==> config.mk <==
export PLATFORM = sky130hd
export DESIGN_NAME = mips_muldiv_flat
export DESIGN_NICKNAME = d
export VERILOG_FILES = /design/src/rtl/mips_muldiv_if.sv /design/src/rtl/mips_muldiv.sv /design/src/flat_wrapper.sv
export SDC_FILE = /design/constraint.sdc
export NUM_CORES = 1
export LEC_CHECK = 0
export BUFFER_PORTS_ARGS = -buffer_cell sky130_fd_sc_hd__buf_4
export CORE_MARGIN = 1.5
export CORE_UTILIZATION = 40
export DETAILED_ROUTE_END_ITERATION = 8
export PLACE_DENSITY_LB_ADDON = 0.1
export SYNTH_ARGS = -nofsm -noshare
export SYNTH_HDL_FRONTEND = slang
export SYNTH_SLANG_ARGS = --single-unit
==> constraint.sdc <==
create_clock -name clk -period 4.27 [get_ports clk]
set_input_delay 0.854 -clock clk [delete_from_list [all_inputs] [get_ports clk]]
set_output_delay 0.854 -clock clk [all_outputs]
set_load 0.05 [all_outputs]
==> src/rtl/mips_muldiv_if.sv <==
// Start/busy/done and HI/LO access bundle for the iterative MULTU/DIVU unit.
// Master is the EX-stage issue logic; slave is the multiply/divide unit.
interface mips_muldiv_if #(parameter int WIDTH = 32);
  logic             start;
  logic             op;
  logic [WIDTH-1:0] X;
  logic [WIDTH-1:0] Y;
  logic             hi_we;
  logic             lo_we;
  logic [WIDTH-1:0] wdata;
  logic             busy;
  logic             done;
  logic             dz;
  logic [WIDTH-1:0] hi;
  logic [WIDTH-1:0] lo;

  modport master (
    output start, op, X, Y, hi_we, lo_we, wdata,
    input  busy, done, dz, hi, lo
  );

  modport slave (
    input  start, op, X, Y, hi_we, lo_we, wdata,
    output busy, done, dz, hi, lo
  );
endinterface

==> src/rtl/mips_muldiv.sv <==
// Iterative unsigned MULTU (shift-add) / DIVU (restoring) unit owning HI/LO.
// Fixed 32-step radix-2 iteration, one step per clock.
module mips_muldiv #(
  parameter int WIDTH = 32
) (
  input  logic          clk,
  input  logic          rst,
  mips_muldiv_if.slave  bus,
  output logic [1:0]    dbg_state
);
  // Handshake: start is accepted only on an edge where busy is low (IDLE);
  // busy stays high from the cycle after acceptance through the done cycle,
  // done pulses for exactly one cycle with the new hi/lo, and start while busy
  // is dropped, never queued.
  typedef enum logic [1:0] {S_IDLE, S_MUL, S_DIV, S_DONE} state_t;

  localparam logic [5:0] LAST_STEP = 6'(WIDTH - 1);

  state_t           state, state_nx;
  logic [5:0]       cnt;
  logic [WIDTH:0]   acc;
  logic [WIDTH-1:0] q;
  logic [WIDTH-1:0] m;
  logic [WIDTH-1:0] hi_r, lo_r;
  logic             dz_r;

  logic             launch, stepping, last_step;
  logic [WIDTH:0]   mul_sum, div_sh, step_acc;
  logic [WIDTH-1:0] step_q;
  logic             div_ge;

  assign launch    = (state == S_IDLE) && bus.start;
  assign stepping  = (state == S_MUL) || (state == S_DIV);
  assign last_step = (cnt == LAST_STEP);

  always_ff @(posedge clk) begin
    if (rst) state <= S_IDLE;
    else     state <= state_nx;
  end

  always_comb begin
    state_nx = state;
    case (state)
      S_IDLE:  if (bus.start) state_nx = bus.op ? S_DIV : S_MUL;
      S_MUL,
      S_DIV:   if (last_step) state_nx = S_DONE;
      S_DONE:  state_nx = S_IDLE;
      default: state_nx = S_IDLE;
    endcase
  end

  always_comb begin
    bus.busy  = (state != S_IDLE);
    bus.done  = (state == S_DONE) && !rst;
    dbg_state = state;
  end

  // One iteration of either algorithm; the 33rd acc bit holds the MUL carry
  // or the DIV partial remainder's extra bit.
  always_comb begin
    mul_sum  = {1'b0, acc[WIDTH-1:0]} + (q[0] ? {1'b0, m} : '0);
    div_sh   = {acc[WIDTH-1:0], q[WIDTH-1]};
    div_ge   = (div_sh >= {1'b0, m});
    step_acc = {1'b0, mul_sum[WIDTH:1]};
    step_q   = {mul_sum[0], q[WIDTH-1:1]};
    if (state == S_DIV) begin
      step_acc = div_ge ? (div_sh - {1'b0, m}) : div_sh;
      step_q   = {q[WIDTH-2:0], div_ge};
    end
  end

  always_ff @(posedge clk) begin
    if (rst) begin
      cnt  <= '0;
      acc  <= '0;
      q    <= '0;
      m    <= '0;
      dz_r <= 1'b0;
      hi_r <= '0;
      lo_r <= '0;
    end else begin
      if (launch) begin
        cnt  <= '0;
        acc  <= '0;
        q    <= bus.X;
        m    <= bus.Y;
        dz_r <= bus.op && (bus.Y == '0);
      end else if (stepping) begin
        acc <= step_acc;
        q   <= step_q;
        cnt <= cnt + 6'd1;
      end
      // The last step's result lands in HI/LO on the edge that enters DONE.
      if (stepping && last_step) begin
        hi_r <= step_acc[WIDTH-1:0];
        lo_r <= step_q;
      end else if (state == S_IDLE) begin
        if (bus.hi_we) hi_r <= bus.wdata;
        if (bus.lo_we) lo_r <= bus.wdata;
      end
    end
  end

  assign bus.hi = hi_r;
  assign bus.lo = lo_r;
  assign bus.dz = dz_r;
endmodule
==> src/flat_wrapper.sv <==
// flat-port wrapper written by rule: the top's interface ports become plain ports
module mips_muldiv_flat 
#(
  parameter int WIDTH = 32
)
  (clk, rst, dbg_state, bus_start, bus_op, bus_X, bus_Y, bus_hi_we, bus_lo_we, bus_wdata, bus_busy, bus_done, bus_dz, bus_hi, bus_lo);
  mips_muldiv_if #(.WIDTH(WIDTH)) bus_i ();
  input  logic clk;
  input  logic rst;
  output logic [1:0] dbg_state;
  input wire logic [$bits(bus_i.start)-1:0] bus_start;
  input wire logic [$bits(bus_i.op)-1:0] bus_op;
  input wire logic [$bits(bus_i.X)-1:0] bus_X;
  input wire logic [$bits(bus_i.Y)-1:0] bus_Y;
  input wire logic [$bits(bus_i.hi_we)-1:0] bus_hi_we;
  input wire logic [$bits(bus_i.lo_we)-1:0] bus_lo_we;
  input wire logic [$bits(bus_i.wdata)-1:0] bus_wdata;
  output wire logic [$bits(bus_i.busy)-1:0] bus_busy;
  output wire logic [$bits(bus_i.done)-1:0] bus_done;
  output wire logic [$bits(bus_i.dz)-1:0] bus_dz;
  output wire logic [$bits(bus_i.hi)-1:0] bus_hi;
  output wire logic [$bits(bus_i.lo)-1:0] bus_lo;
  assign bus_i.start = bus_start;
  assign bus_i.op = bus_op;
  assign bus_i.X = bus_X;
  assign bus_i.Y = bus_Y;
  assign bus_i.hi_we = bus_hi_we;
  assign bus_i.lo_we = bus_lo_we;
  assign bus_i.wdata = bus_wdata;
  assign bus_busy = bus_i.busy;
  assign bus_done = bus_i.done;
  assign bus_dz = bus_i.dz;
  assign bus_hi = bus_i.hi;
  assign bus_lo = bus_i.lo;
  mips_muldiv #(.WIDTH(WIDTH)) u_core (.clk(clk), .rst(rst), .bus(bus_i), .dbg_state(dbg_state));
endmodule
==> summary.log <==
qor: synth.syn-num-nets 1647
qor: synth.postSynthRegisterBits 169
qor: floorplan.placement_rows 61
qor: synth.yosys.area_share.adder 0.0782
qor: cells_and_area.finalNonFillerCells 1960
qor: routing.avgRoutedWirePerCell 20.1 um
qor: synth.yosysTopAreaCell dfxtp_1
qor: clock_network.cts_buffers 17
qor: worst_setup_path.crit_family compound AO/OA/AOI/OAI gates
qor: clock_network.cts.sink_count 169
qor: floorplan.core_area 0.0279 mm^2
qor: cells_and_area.num_antenna_cells 0
qor: synth.post_synth_most_frequent_cells dfxtp_1 (169), a211oi_1 (163), nand2_1 (162)
qor: routing.post_drt_via_cell_ratio 5.74
qor: floorplan.fp.dieH 172 um
qor: synth.post-synth-top-area-fraction 0.297
qor: timing.maxSlewHeadroom 0.197
qor: global_routing.grt_antenna_before_repair 0
qor: routing.wirelength 39.4 mm
qor: synth.synth_compound_gate_area_share 0.295
qor: clock_network.clockBufferDepth 2
qor: job.max-cap-violations 0
qor: synth.ys_dominant_reg_cell dfxtp_1
qor: floorplan.fp.dieArea 0.0295 mm^2
qor: synth.synth-edff-count 0
qor: timing.timing_hold_violations_final 0
qor: worst_setup_path.setup.worst_path.end u_core.bus.hi[31]
qor: synth.synth_cells 1475
qor: global_routing.largest_net_degree_at_the_start_of_global_routing 79
qor: synth.synth_top_family_by_area compound AO/OA/AOI/OAI gates
qor: timing.worstMarginPinSlew 1200 ps
qor: place.hpwl 29.4 mm
qor: worst_setup_path.critical_path_depth 13
qor: timing.final_tns_setup 0 ps
qor: worst_setup_path.worst-endpoint-arrival 4100 ps
qor: place.gp_congestion 0.886
qor: synth.post_synth_xor_area_fraction 0.0438
qor: routing.detail_route.iter0.violations 779
qor: clock_network.cts.hold.buffers_added 0
qor: timing.period_needed 3770 ps
qor: clock_network.clk_latency 440 ps
qor: synth.synth_async_sr_flop_share 0
qor: timing.finalHoldWorstSlack 463 ps
qor: clock_network.htree_num_levels 4
qor: worst_setup_path.timing.critical_path.from_type flop
qor: global_routing.overflow 0
qor: timing.final_min_period_over_clock_period 0.883
qor: power_and_ir_drop.power.ir.vdd_worst 619 uV
qor: worst_setup_path.worstRegToRegCells 13
qor: synth.yosys_warnings 0
qor: worst_setup_path.timing.critical_path.mode_cell a21oi_1
qor: hold_path.timing.hold.worst.class reg -> reg
qor: worst_setup_path.worstPathBufferInverterCount 1
qor: worst_setup_path.critPathRequiredTime 4600 ps
qor: routing.remaining_drcs 0
qor: worst_setup_path.regToRegEndpoint u_core.bus.hi[31]
qor: worst_setup_path.critical_path.reg2reg.startpoint u_core.q[0]
qor: worst_setup_path.critPathKind reg -> reg
qor: worst_setup_path.cp-startpoint u_core.q[0]
qor: routing.detail_route.first_pass.iterations 5
qor: synth.synth_top_cells_by_area dfxtp_1 (30%), a211oi_1 (11%), ha_1 (7.5%), a21oi_1 (6.1%), nand2_1 (5.3%)
qor: worst_setup_path.timing.critical_path.cells buf_4 > and2_1 > fa_1 > a21o_1 > a221oi_2 > nor4_1 > o21ai_1 > a21oi_1 > o211ai_1 > nand2_1 > a2111oi_0 > or3_1 > a21oi_1
qor: worst_setup_path.crit_path_max_delay_cell_type a2111oi_0
qor: floorplan.die_w 172 um
qor: synth.post_synth.cell_area_avg 7.72 um^2
qor: timing.clock_skew 8.81 ps
qor: synth.yosysUniqueCellTypes 72
qor: clock_network.post_cts_repair_timing_setup_buffer_count 0
qor: routing.vias 11200
qor: clock_network.post_cts_resized 0
qor: power_and_ir_drop.power_per_cell_area 762 mW/mm^2
qor: global_routing.grt_pass1_vias 10600
qor: worst_setup_path.capturing_element_type_of_the_critical_path flop
qor: synth.post_synth_and_or_nand_nor_area_fraction 0.195
qor: timing.fmaxAchievable 265 MHz
qor: timing.finalSetupViolations 0
qor: floorplan.starting_density_of_the_core 0.408
qor: cells_and_area.area.growth.synth_to_final 18.6%
qor: cells_and_area.nNetsFinal 1741
qor: clock_network.clock-root-buffer clkbuf_16
qor: clock_network.cts_tree yes
qor: worst_setup_path.timing.reg2reg.setup_slack 500 ps
qor: power_and_ir_drop.overall_power 0.0103 W
qor: global_routing.track_usage 0.268
qor: synth.yosys.cell_count.top_type dfxtp_1
qor: timing.rsz0062_at_grt false
qor: hold_path.min_from u_core.bus.dz
qor: global_routing.grt_pass1_wl 60.1 mm
qor: place.dp.cells 1928
qor: worst_setup_path.critical_path.max_stage_delay 600 ps
qor: routing.route.antenna.remaining_nets 0
qor: status.run_status complete, no violations
qor: synth.post_synth_mux_area_share 0.0373
qor: cells_and_area.share_of_final_layout_standard_cells_stronger_than_drive_strength_1 0.156
qor: worst_setup_path.worst-path-max-fanout 32
qor: clock_network.path_clk_slew 70 ps
qor: timing.timing.final.max_slew_violations 0
qor: synth.post_synth_instance_area 0.0114 mm^2
qor: synth.synth_sequential_area_ratio 0.297
qor: power_and_ir_drop.p_leak 5.73 nW
qor: place.port_buffers 170
qor: floorplan.design.portCount 171
-- power breakdown --
part,total (W),switching (W),internal [W]
Sequential,0.00226,0.000332,0.00193
Combinational,0.00638,0.00411,0.00227
Clock,0.00164,0.000742,0.000898
Total,0.0103,0.00519,0.00510
-- per-layer routing --
layer  wire (um)  vias up  global-route usage  part of all wire
met5           0        -                   0                 0
met4        1260        0               0.105             0.032
met3        1700       63              0.0373             0.043
met2       18700      293               0.444              0.47
met1       17700     5318               0.352              0.45
li1            -     5567                   -                 -
-- sequential cells by signal, indices dropped and copies added (netlist names) --
signal and flops:
u_core.cnt 6, u_core.bus.lo 32, u_core.m 32, u_core.dbg_state 2, u_core.acc 32, u_core.q 32
u_core.bus.hi 32, u_core.bus.dz 1
-- layout by cell type, fill, tap and decap left out, types with 36 or more instances in the layout --
cell type,synthesis,final
nand2_1,162,162
and3_1,71,71
o21ai_0,60,60
ha_1,68,66
dfxtp_1,169,169
nor2_1,119,119
mux2i_1,39,39
a21oi_1,138,138
a211oi_1,163,163
and2_1,37,36
inv_1,48,48
buf_4,0,181
-- logic make-up after synthesis --
kind of cell / after synthesis
AOI/OAI and AO/OA: 510
xor gates and xnor gates: 57
adders and majority gates: 70
buffers and inverters: 159
DFF: 169
muxes: 42
and+or+nand+nor: 468
-- worst register-to-register path: cells and delay by family, from the launching register on --
kind,cells,cell delay (ps)
buffers and inverters,1,240
and+or+nand+nor,4,730
DFF,1,340
AOI/OAI and AO/OA,7,1910
adders and majority gates,1,440
-- stage by stage --
| step | worst slack (ps) | util | cell area, um^2 |
|---|---|---|---|
| 2_1_floorplan | 1170 | - | 11400 |
| 3_3_place_gp | 483 | 0.462 | 12900 |
| 3_5_place_dp | 551 | 0.462 | 12900 |
| 4_1_cts | 525 | 0.483 | 13500 |
| 5_1_grt | 235 | 0.483 | 13500 |
| 6_report | 501 | 0.483 | 13500 |
-- area by class of cell --
type,instances,area (um^2)
Tap cell,378,473
Clock buffer,19,443
Fill cell,2892,14400
Timing Repair Buffer,185,1440
Inverter,49,184
Multi-Input combinational cell,1147,7420
Sequential cell,169,3380
Clock inverter,13,160
-- worst min path at each step --
stage | cells after the start | to
CTS | 2 | u_core.bus.dz
detailed placement | 2 | u_core.bus.dz
global route | 2 | u_core.m[3]
global placement | 2 | u_core.bus.dz
finish | 2 | u_core.bus.dz
floorplan | 2 | u_core.m[10]
Note: power is estimated with default switching activity, not from simulation.
